===== config.mk =====
export PLATFORM = sky130hd
export DESIGN_NAME = pc_unit_flat
export DESIGN_NICKNAME = d
export VERILOG_FILES = /design/src/rtl/pc_if.sv /design/src/rtl/pc_unit.sv /design/src/flat_wrapper.sv
export SDC_FILE = /design/constraint.sdc
export NUM_CORES = 1
export LEC_CHECK = 0
export BUFFER_PORTS_ARGS = -buffer_cell sky130_fd_sc_hd__buf_2
export CORE_ASPECT_RATIO = 1.25
export CORE_MARGIN = 3
export CORE_UTILIZATION = 50
export DETAILED_ROUTE_END_ITERATION = 8
export HOLD_SLACK_MARGIN = 0.08
export PLACE_DENSITY_LB_ADDON = 0.12
export SYNTH_ARGS = -nofsm -noshare
export SYNTH_HDL_FRONTEND = slang
export SYNTH_SLANG_ARGS = --single-unit

===== constraint.sdc =====
create_clock -name clk -period 2.8 [get_ports clk]
set_clock_uncertainty 0.15 [all_clocks]
set_input_delay 0.56 -clock clk [delete_from_list [all_inputs] [get_ports clk]]
set_output_delay 0.56 -clock clk [all_outputs]
set_load 0.1 [all_outputs]

===== src/rtl/pc_if.sv =====
// Fetch-side bundle between the PC unit and instruction memory / pipeline control.
// master = PC unit, slave = the consumer of fetch requests.
interface pc_if #(
   parameter int WIDTH = 32,
   parameter int CNT_W = 16
);
   logic             stall;
   logic             redirect_valid;
   logic [WIDTH-1:0] redirect_target;
   logic             pc_ready;
   logic [WIDTH-1:0] pc;
   logic             pc_valid;
   logic [WIDTH-1:0] pc_plus;
   logic             misalign;
   logic [WIDTH-1:0] bad_addr;
   logic [CNT_W-1:0] fetch_cnt;

   modport master (
      input  stall, redirect_valid, redirect_target, pc_ready,
      output pc, pc_valid, pc_plus, misalign, bad_addr, fetch_cnt
   );
   modport slave (
      output stall, redirect_valid, redirect_target, pc_ready,
      input  pc, pc_valid, pc_plus, misalign, bad_addr, fetch_cnt
   );
endinterface


===== src/rtl/pc_unit.sv =====
// Program counter with fetch handshake, redirect priority and misaligned-target trap.
// BOOT lasts one edge after reset; TRAP is left only by an aligned redirect.
module pc_unit #(
   parameter int               WIDTH     = 32,
   parameter int               INC       = 4,
   parameter logic [WIDTH-1:0] RESET_VEC = '0,
   parameter int               CNT_W     = 16
) (
   input logic   clk,
   input logic   rst_n,
   pc_if.master  bus
);
   typedef enum logic [1:0] {BOOT, RUN, TRAP} state_t;

   state_t           state;
   logic [WIDTH-1:0] pc_q;
   logic [WIDTH-1:0] bad_q;
   logic             mis_q;
   logic [CNT_W-1:0] cnt_q;
   logic             accept;
   logic             aligned;

   assign bus.pc_valid  = (state == RUN) && !bus.stall;
   assign bus.pc_plus   = pc_q + WIDTH'(INC);
   assign bus.pc        = pc_q;
   assign bus.misalign  = mis_q;
   assign bus.bad_addr  = bad_q;
   assign bus.fetch_cnt = cnt_q;

   assign accept  = bus.pc_valid && bus.pc_ready;
   // mask of the low alignment bits; zero when INC==1, so every target is aligned
   assign aligned = (bus.redirect_target & WIDTH'(INC - 1)) == '0;

   always_ff @(posedge clk or negedge rst_n) begin
      if (!rst_n) begin
         state <= BOOT;
         pc_q  <= RESET_VEC;
         bad_q <= '0;
         mis_q <= 1'b0;
         cnt_q <= '0;
      end else begin
         if (accept)
            cnt_q <= cnt_q + CNT_W'(1);
         if (bus.redirect_valid) begin
            if (aligned) begin
               pc_q  <= bus.redirect_target;
               state <= RUN;
               mis_q <= 1'b0;
            end else begin
               state <= TRAP;
               mis_q <= 1'b1;
               bad_q <= bus.redirect_target;
            end
         end else begin
            case (state)
               BOOT:    state <= RUN;
               RUN:     if (accept) pc_q <= bus.pc_plus;
               TRAP:    state <= TRAP;
               default: state <= BOOT;
            endcase
         end
      end
   end
endmodule


===== src/flat_wrapper.sv =====
// flat-port wrapper written by rule: the top's interface ports become plain ports
module pc_unit_flat 
#(
   parameter int               WIDTH     = 32,
   parameter int               INC       = 4,
   parameter logic [WIDTH-1:0] RESET_VEC = '0,
   parameter int               CNT_W     = 16
)
  (clk, rst_n, bus_stall, bus_redirect_valid, bus_redirect_target, bus_pc_ready, bus_pc, bus_pc_valid, bus_pc_plus, bus_misalign, bus_bad_addr, bus_fetch_cnt);
  pc_if #(.WIDTH(WIDTH), .CNT_W(CNT_W)) bus_i ();
  input logic clk;
  input logic rst_n;
  input wire logic [$bits(bus_i.stall)-1:0] bus_stall;
  input wire logic [$bits(bus_i.redirect_valid)-1:0] bus_redirect_valid;
  input wire logic [$bits(bus_i.redirect_target)-1:0] bus_redirect_target;
  input wire logic [$bits(bus_i.pc_ready)-1:0] bus_pc_ready;
  output wire logic [$bits(bus_i.pc)-1:0] bus_pc;
  output wire logic [$bits(bus_i.pc_valid)-1:0] bus_pc_valid;
  output wire logic [$bits(bus_i.pc_plus)-1:0] bus_pc_plus;
  output wire logic [$bits(bus_i.misalign)-1:0] bus_misalign;
  output wire logic [$bits(bus_i.bad_addr)-1:0] bus_bad_addr;
  output wire logic [$bits(bus_i.fetch_cnt)-1:0] bus_fetch_cnt;
  assign bus_i.stall = bus_stall;
  assign bus_i.redirect_valid = bus_redirect_valid;
  assign bus_i.redirect_target = bus_redirect_target;
  assign bus_i.pc_ready = bus_pc_ready;
  assign bus_pc = bus_i.pc;
  assign bus_pc_valid = bus_i.pc_valid;
  assign bus_pc_plus = bus_i.pc_plus;
  assign bus_misalign = bus_i.misalign;
  assign bus_bad_addr = bus_i.bad_addr;
  assign bus_fetch_cnt = bus_i.fetch_cnt;
  pc_unit #(.WIDTH(WIDTH), .INC(INC), .RESET_VEC(RESET_VEC), .CNT_W(CNT_W)) u_core (.clk(clk), .rst_n(rst_n), .bus(bus_i));
endmodule

* Yosys cells after proc, flatten, opt, wreduce, memory -nomap -nowiden *
Cells that the tools add are included.

operators by class
  $add $sub $neg = 2
  multipliers = 0
  divide/modulo/power cells = 0
  order comparisons = 0
  equality and inequality tests = 4
  shifts and indexed selects = 0
  muxes and demuxes = 8
  bitwise operators = 1
  reduce and logical (&&, ||, !) cells = 9

operators with widths
  cell                                                 number
  2-to-1 mux 32 bit                                    4
  adder 32 x 3 -> 32 bit, second input constant        1
  logical NOT 32 bit                                   1
  adder 16 x 1 -> 16 bit, second input constant        1
  case mux 2 bit (3 select lines)                      1
  2-to-1 mux 2 bit                                     2
  nonzero test 2 bit                                   2
  AND reduction 3 bit                                  1
  equality test 2 x 1 -> 1 bit, second input constant  1
  equality test 2 bit, second input constant           1
  logical AND 1 bit                                    2
  logical NOT 2 bit                                    1
  != test 2 x 1 -> 1 bit, second input constant        1
  != test 2 bit, second input constant                 1
  AND reduction 2 bit                                  1
  logical NOT 1 bit                                    1
  2-to-1 mux 1 bit                                     1
  NOT 1 bit                                            1

storage, ports and cells
  bits in registers = 83
  latch bits = 0
  bits in writable memories = 0
  memory bits (read-only) = 0
  input bits = 37
  output and inout port bits = 114
  word-level logic and storage cells = 29
  memories = 0

* Longest topological paths before layout *
Gate-level depths: netlist (run 1).

  word-level depth = 6
  mapped depth = 8
  depth with buffers taken out = 6

* Worst setup path before layout (run 1) *
No wires, ideal clock.

  kind = register to output
  from = register u_core.pc_q[2] (netlist: u_core.bus.pc[2])
  to = output port bus_pc_plus[22]
  arrival = 3.918 ns
  required time = 2.090 ns
  setup slack = -1.828 ns
  cell stages (with the launch flop) = 8
  path buffers = 1
  cells stage by stage = dfrtp_1 > ha_1 > nand4_1 > nor3_2 > and2_1 > buf_2 > nand3_1 > xnor2_1

between the ends
  cells in the longest elaborated chain, start to end = 1

RTL lines
  element                   line                source
  start: declaration        pc_unit.sv:16       logic [WIDTH-1:0] pc_q;
  start signal: assignment  pc_unit.sv:46       pc_q <= bus.redirect_target;
  start signal: assignment  pc_unit.sv:57       RUN: if (accept) pc_q <= bus.pc_plus;
  adder 32 x 3 -> 32 bit    pc_unit.sv:24       assign bus.pc_plus = pc_q + WIDTH'(INC);
  end: declaration          flat_wrapper.sv:19  output wire logic [$bits(bus_i.pc_plus)-1:0] bus_pc_plus;

Every way passes these cells.

* Worst setup path after layout (run 1) *
  from = register u_core.pc_q[3] (netlist: u_core.bus.pc[3])
  to = output port bus_pc_plus[22]

The elaborated chain is that of the path after synthesis.

==> results of run 1 <==
-- repair_timing --
item / 4_1_cts / 5_1_grt
hold buffers: 0 / 0
gates cloned: 1 / 0
buffers inserted: 22 / 21
pin swaps: 16 / 14
endpoints found under the setup margin: 20 / 22
resized for setup: 24 / 16
-- worst paths after layout --
path                                                 startpoint                                    to  slack, ns
max                                u_core.bus.pc[3]$_DFFE_PN0P_                       bus_pc_plus[22]      -0.11
min                                                       rst_n       u_core.bus.misalign$_DFFE_PN0P_       0.07
max reg2reg                       u_core.bus.pc[11]$_DFFE_PN0P_         u_core.bus.pc[31]$_DFFE_PN0P_       0.40
min reg2reg                u_core.bus.fetch_cnt[15]$_DFFE_PN0P_  u_core.bus.fetch_cnt[15]$_DFFE_PN0P_       0.32
max in group asynchronous                                 rst_n         u_core.bus.pc[27]$_DFFE_PN0P_       1.79
min in group clk                        bus_redirect_target[31]         u_core.bus.pc[31]$_DFFE_PN0P_       0.27
-- cell type report --
class	count	area (um^2)	share of cell area
Sequential cell	83	2150	0.312
Clock buffer	9	124	0.0179
Tap cell	97	121	0.0176
Multi-Input combinational cell	304	2770	0.402
Timing Repair Buffer	215	1630	0.236
Inverter	7	26.3	0.00381
Clock inverter	7	73.8	0.0107
-- metrics by stage --
step                setup TNS [ns]  cells  hold WS, ns  power (mW)  area, um^2
CTS                         -0.784    702       0.0817        5.88        6670
floorplan                    -4.15    420        0.114        4.24        4930
finish                      -0.903    722       0.0715        5.99        6900
global route                 -2.32    722       0.0924        6.18        6900
detailed placement               0    663        0.307        4.92        6190
global placement                 0    663        0.305        4.88        6190
-- power by group through the flow --
stage	logic (mW)	registers (mW)	clock network, mW
floorplan	1.38	2.86	0
global placement	3.21	1.67	0
detailed placement	3.23	1.69	0
CTS	3.34	1.64	0.903
global route	3.56	1.66	0.958
finish	3.46	1.64	0.898
-- state kept, by name (all words and copies together) (netlist names) --
name and flops:
u_core.state 2, u_core.bus.fetch_cnt 16, u_core.bus.misalign 1, u_core.bus.bad_addr 32, u_core.bus.pc 32
-- cell families (layout without fill, tap and decap cells) --
kind of cell               count (synthesis)  count (layout)
AOI/OAI and AO/OA                         69              69
xor gates and xnor gates                  43              43
adders and majority gates                  2               2
buffers and inverters                     33             238
DFF                                       83              83
muxes                                     35              35
and+or+nand+nor                          155             155
-- worst reg2reg max path: stages, from the launching register on --
cell and delay, ns:
sky130_fd_sc_hd__dfrtp_4 0.49, sky130_fd_sc_hd__nand4_1 0.13, sky130_fd_sc_hd__buf_6 0.16, sky130_fd_sc_hd__nor4_4 0.22, sky130_fd_sc_hd__buf_6 0.18, sky130_fd_sc_hd__nand4_1 0.21
sky130_fd_sc_hd__buf_4 0.23, sky130_fd_sc_hd__or4_1 0.47, sky130_fd_sc_hd__nand3_1 0.10
-- synthesized netlist by cell type (2+ instances only) --
library cell,n,area (um^2)
sky130_fd_sc_hd__ha_1,2,25.0
sky130_fd_sc_hd__and2_1,8,50.1
sky130_fd_sc_hd__nor3_1,13,65.1
sky130_fd_sc_hd__nand3_4,2,35.0
sky130_fd_sc_hd__and4_1,3,26.3
sky130_fd_sc_hd__nand4_1,9,56.3
sky130_fd_sc_hd__o2bb2ai_1,2,17.5
sky130_fd_sc_hd__nor3_2,2,20.0
sky130_fd_sc_hd__buf_2,3,15.0
sky130_fd_sc_hd__o21ai_0,18,90.1
sky130_fd_sc_hd__a21oi_1,12,60.1
sky130_fd_sc_hd__clkbuf_1,18,67.6
sky130_fd_sc_hd__a221oi_1,3,26.3
sky130_fd_sc_hd__and3_1,20,125
sky130_fd_sc_hd__buf_4,2,15.0
sky130_fd_sc_hd__inv_1,7,26.3
sky130_fd_sc_hd__a211oi_1,7,52.6
sky130_fd_sc_hd__nand3_1,13,65.1
sky130_fd_sc_hd__o22ai_1,4,25.0
sky130_fd_sc_hd__a311oi_1,4,35.0
sky130_fd_sc_hd__mux2_2,30,338
sky130_fd_sc_hd__mux2i_1,4,40.0
sky130_fd_sc_hd__nor4_1,5,31.3
sky130_fd_sc_hd__nor2_1,32,120
sky130_fd_sc_hd__or4_1,2,15.0
sky130_fd_sc_hd__nand2_1,35,131
sky130_fd_sc_hd__dfrtp_1,83,2080
sky130_fd_sc_hd__xnor2_1,25,219
sky130_fd_sc_hd__a22oi_1,4,30.0
sky130_fd_sc_hd__a21o_1,2,15.0
sky130_fd_sc_hd__a31oi_1,3,18.8
sky130_fd_sc_hd__xor2_1,18,158
sky130_fd_sc_hd__clkbuf_2,2,10.0
sky130_fd_sc_hd__o21ai_1,2,10.0
-- routing by layer --
layer	part of all wire	global-route usage	wire, um	up-vias
li1	-	-	-	1899
met1	0.38	0.334	5390	2101
met2	0.53	0.470	7500	181
met3	0.058	0.0550	817	29
met4	0.024	0.0957	331	0
met5	0	0	0	-
==> results.cfg, run 1 <==
[layout]
layout_commonest_cell = sky130_fd_sc_hd__buf_2
drive_gt1_frac = 0.565
final_cell_mix = sky130_fd_sc_hd__buf_2 (126), sky130_fd_sc_hd__buf_4 (56), sky130_fd_sc_hd__dfrtp_1 (56)
antenna_cells = 0
area.growth.synth_to_final_pct = 59.6
fin_nets = 659
finish.utilization = 0.829
n_fill_cell = 465

[timing]
worst_slew_margin_rel = 0.261
period_minus_slack_ns = 2.91
timing_max_transition_violations_final = 0
maxClockFrequency_mhz = 343
timing.final.ws_setup_ns = -0.114
worst-slew-pin-transition_ns = 1.10
min_period_over_period = 1.04
timing.final.setup_violations = 14
grt_setup_unrepaired = yes
timing.final.hold_violations = 0

[route]
detail-route-antenna-nets = 0
route.detailed.vias_per_inst = 5.83
wl_per_cell_um = 19.4
drc = 0
vias_after_detailed_routing = 4210
detail_route.wirelength_mm = 14.0
drt_first_iter_violations = 269
count_of_tritonroute_iterations_in_the_first_routing_pass = 5

[run_status]
violations_in_the_final_reports = negative setup slack
run_status = finished, violations left

[clock_network]
clock_tree.htree_level_count = 3
tritoncts = yes
tritoncts_num_sinks = 83
clk_root_buffer_cell = sky130_fd_sc_hd__clkbuf_8
worst_skew_pair.late_latency_ns = 0.38
worst_setup_hold_path_clk_slew_ns = 0.10
cts-buffers-inserted = 9
max-clock-path-buffers = 2

[critical_path]
required_ns = 2.09
timing.critical_path.arrival_ns = 2.20
cell_with_the_largest_stage_delay_on_the_worst_path = sky130_fd_sc_hd__dfrtp_4
worstSetupPathType = reg -> out
dominant_delay_contributor_by_cell_family_on_the_critical_path = simple AND/OR/NAND/NOR gates
worstPathCellList = ha_4, nand4_1, nor3_4, and2_4, nand3_4, xnor2_4, buf_12
worst_path_depth = 7
critPathBufInv = 1
worst_r2r_path_depth = 8
worst_setup_path_start_kind = flip-flop
timing.critical_path.slowest_cell_delay_ns = 0.48
critPathMaxFanout = 5
worst_setup_end_kind = primary output

[floorplanning]
die_footprint_um2 = 9810
start_util = 0.519
row_count = 37
die-height_um = 110
core_region_area_um2 = 8330
io_pins = 151
floorplan.die.width_um = 89.2

[power]
seq_power_share = 0.273
total_leakage_power_nw = 3.26
power_switching_share = 0.559
vdd.ir_drop.worst_uv = 1060
power.combinational.fraction = 0.577
power_per_cell_area_nw_per_um2 = 868
clock_power_share = 0.150
switching_power_mw = 3.35
internal_power_mw = 2.65

[synthesis]
synth_top_family_by_area = simple AND/OR/NAND/NOR gates
synth.mux.area_fraction = 0.0908
adder_cell_share_of_the_synthesized_area = 0.00579
ys_async_sr_fraction = 1.00
synthesis.area_per_instance_um2 = 10.3
synth.cell_area_um2 = 4330
yosys_register_bits = 83
syn_inst = 420
synth_ff_type = sky130_fd_sc_hd__dfrtp_1
yosysWarnings = 0
synth_simple_gate_area_frac = 0.199
synth_nets = 459
yosys.cell_types.count = 55
seq_area_frac_synth = 0.480
synth_compound_gate_area_share = 0.104
synth_edf_count = 0
post_synth_xor_area_fraction = 0.0871

[run]
max_cap_viol_count = 0

[place]
dp_hpwl_mm = 9.13
dpl_worst_slack_ns = 0.0547
placement.io_buffers = 150
gp_congestion = 0.884

[global_route]
grt_max_degree = 50
first_pass_grt_wire_length_mm = 20.4
grt_antenna_before_repair = 0
grt_pass1_vias = 3982
grt_remaining_overflow = 0
grt_use_total = 0.272

[hold_path]
timing.hold.worst.class = in -> async
Power figures use the tool's default switching activity.
==> run 2: changes to the inputs <==
SETUP_SLACK_MARGIN = 0.15   (was not set)
==> results.cfg, run 2 (synthesis gave the netlist of run 1 again) <==
[global_route]
grt_max_degree = 49
grt_use_total = 0.289
first_pass_grt_wire_length_mm = 21.5
grt_pass1_vias = 4303
grt_antenna_before_repair = 0
grt_remaining_overflow = 0

[power]
internal_power_mw = 2.68
vdd.ir_drop.worst_uv = 872
switching_power_mw = 3.36
power.total_mw = 6.05
total_leakage_power_nw = 3.30
clock_power_share = 0.155
power.combinational.fraction = 0.575
power_switching_share = 0.556
seq_power_share = 0.270
power_per_cell_area_nw_per_um2 = 859

[place]
dpl_worst_slack_ns = 0.102
gp_congestion = 0.803
placement.io_buffers = 150
place_area_um2 = 6210
dp_hpwl_mm = 9.12

[critical_path]
r2r_path_start = u_core.bus.pc[9]$_DFFE_PN0P_
worst-r2r-setup-slack_ns = 0.42
worstSetupPathType = reg -> out
worst_r2r_path_depth = 9
worst_setup_path_start_kind = flip-flop
dominant_delay_contributor_by_cell_family_on_the_critical_path = simple AND/OR/NAND/NOR gates
timing.critical_path.to = bus_pc_plus[24]
worstPathCellList = ha_4, nand4_1, nor3_4, buf_6, and3_4, xor2_4, buf_12
critPathBufInv = 2
worst_setup_end_kind = primary output
timing.critical_path.from = u_core.bus.pc[3]$_DFFE_PN0P_
worst_path_depth = 7
timing.critical_path.arrival_ns = 2.26
critPathMaxFanout = 5
rr_endpoint = u_core.bus.pc[31]$_DFFE_PN0P_
cell_with_the_largest_stage_delay_on_the_worst_path = sky130_fd_sc_hd__dfrtp_4
timing.critical_path.slowest_cell_delay_ns = 0.47
required_ns = 2.09

[timing]
maxClockFrequency_mhz = 337
worst-slew-pin-transition_ns = 1.10
grt_setup_unrepaired = yes
worst_slew_margin_rel = 0.264
timing_max_transition_violations_final = 0
min_period_over_period = 1.06
period_minus_slack_ns = 2.97
timing.final.ws_setup_ns = -0.165
timing.final.hold_violations = 0
timing.final.setup_violations = 16

[run]
max_cap_viol_count = 0

[route]
count_of_tritonroute_iterations_in_the_first_routing_pass = 6
drc = 0
detail-route-antenna-nets = 0
drt_first_iter_violations = 277
vias_after_detailed_routing = 4312
detail_route.wirelength_mm = 14.5
wl_per_cell_um = 19.8
route.detailed.vias_per_inst = 5.91

[layout]
antenna_cells = 0
fin_nets = 667
area.growth.synth_to_final_pct = 62.7
finish.utilization = 0.844
n_fill_cell = 435
drive_gt1_frac = 0.569
final_cell_mix = sky130_fd_sc_hd__buf_2 (123), sky130_fd_sc_hd__buf_4 (59), sky130_fd_sc_hd__dfrtp_1 (56)
layout_commonest_cell = sky130_fd_sc_hd__buf_2
cell_area_after_layout_um2 = 7040

[floorplanning]
start_util = 0.519
core_region_area_um2 = 8330
io_pins = 151
die-height_um = 110
die_footprint_um2 = 9810
row_count = 37
floorplan.die.width_um = 89.2

[hold_path]
timing.hold.worst.class = in -> reg
min-delay-start = bus_redirect_target[31]

[clock_network]
worst_skew_pair.late_latency_ns = 0.38
tritoncts_num_sinks = 83
max-clock-path-buffers = 2
tritoncts = yes
cts-buffers-inserted = 9
clock_tree.htree_level_count = 3
worst_setup_hold_path_clk_slew_ns = 0.09
clk_root_buffer_cell = sky130_fd_sc_hd__clkbuf_8

[run_status]
violations_in_the_final_reports = negative setup slack
run_status = finished, violations left
-- run 2: how the worst min path moves through the flow --
stage / to / cells past startpoint
after floorplan: u_core.bus.bad_addr[0]$_DFFE_PN0P_ / 0
after global placement: u_core.bus.fetch_cnt[15]$_DFFE_PN0P_ / 1
after detailed placement: u_core.bus.fetch_cnt[15]$_DFFE_PN0P_ / 1
after CTS: u_core.bus.pc[31]$_DFFE_PN0P_ / 3
after global routing: u_core.bus.bad_addr[29]$_DFFE_PN0P_ / 2
final: u_core.bus.pc[31]$_DFFE_PN0P_ / 3
-- run 2: tightest hold or removal path, stage by stage --
cell	delay, ns
sky130_fd_sc_hd__buf_2	0.09
sky130_fd_sc_hd__nand2_1	0.05
sky130_fd_sc_hd__nand3_1	0.06
-- run 2: power groups by stage --
stage	combinational [mW]	sequential, mW	clock, mW
finish	3.47	1.63	0.939
global route	3.57	1.66	0.996
CTS	3.38	1.63	0.935
detailed placement	3.23	1.68	0
global placement	3.21	1.67	0
floorplan	1.38	2.86	0
-- run 2: area by class of cell --
| cell class | instances | area [um^2] | share of cell area |
|---|---|---|---|
| inverter | 7 | 26.3 | 0.00373 |
| sequential | 83 | 2150 | 0.306 |
| clock buffer | 10 | 138 | 0.0196 |
| tap | 97 | 121 | 0.0172 |
| multi-input combinational | 304 | 2780 | 0.395 |
| clock inverter | 6 | 70.1 | 0.00996 |
| timing repair buffer | 223 | 1750 | 0.248 |
-- run 2: layer usage --
layer | wire length [um] | global-route usage | vias up | part of all wire
li1 | - | - | 1928 | -
met1 | 5460 | 0.357 | 2164 | 0.38
met2 | 7750 | 0.497 | 191 | 0.54
met3 | 937 | 0.0580 | 29 | 0.065
met4 | 316 | 0.104 | 0 | 0.022
met5 | 0 | 0 | - | 0
-- run 2: metrics by stage --
stage                     setup TNS [ns]  hold WS (ns)  instances
after floorplan                    -4.23         0.114        420
after global placement                 0         0.303        664
after detailed placement               0         0.304        664
after CTS                         -0.133         0.271        716
after global routing               -2.69         0.276        730
final                              -1.08         0.276        730
-- run 2: timing repair --
| action | 4_1_cts | 5_1_grt |
|---|---|---|
| gates cloned | 0 | 0 |
| endpoints found under the setup margin | 23 | 26 |
| setup buffers | 35 | 14 |
| pin swaps | 25 | 15 |
| hold buffers | 1 | 0 |
| resized for setup | 27 | 22 |
| hold endpoints to repair | 11 | 0 |
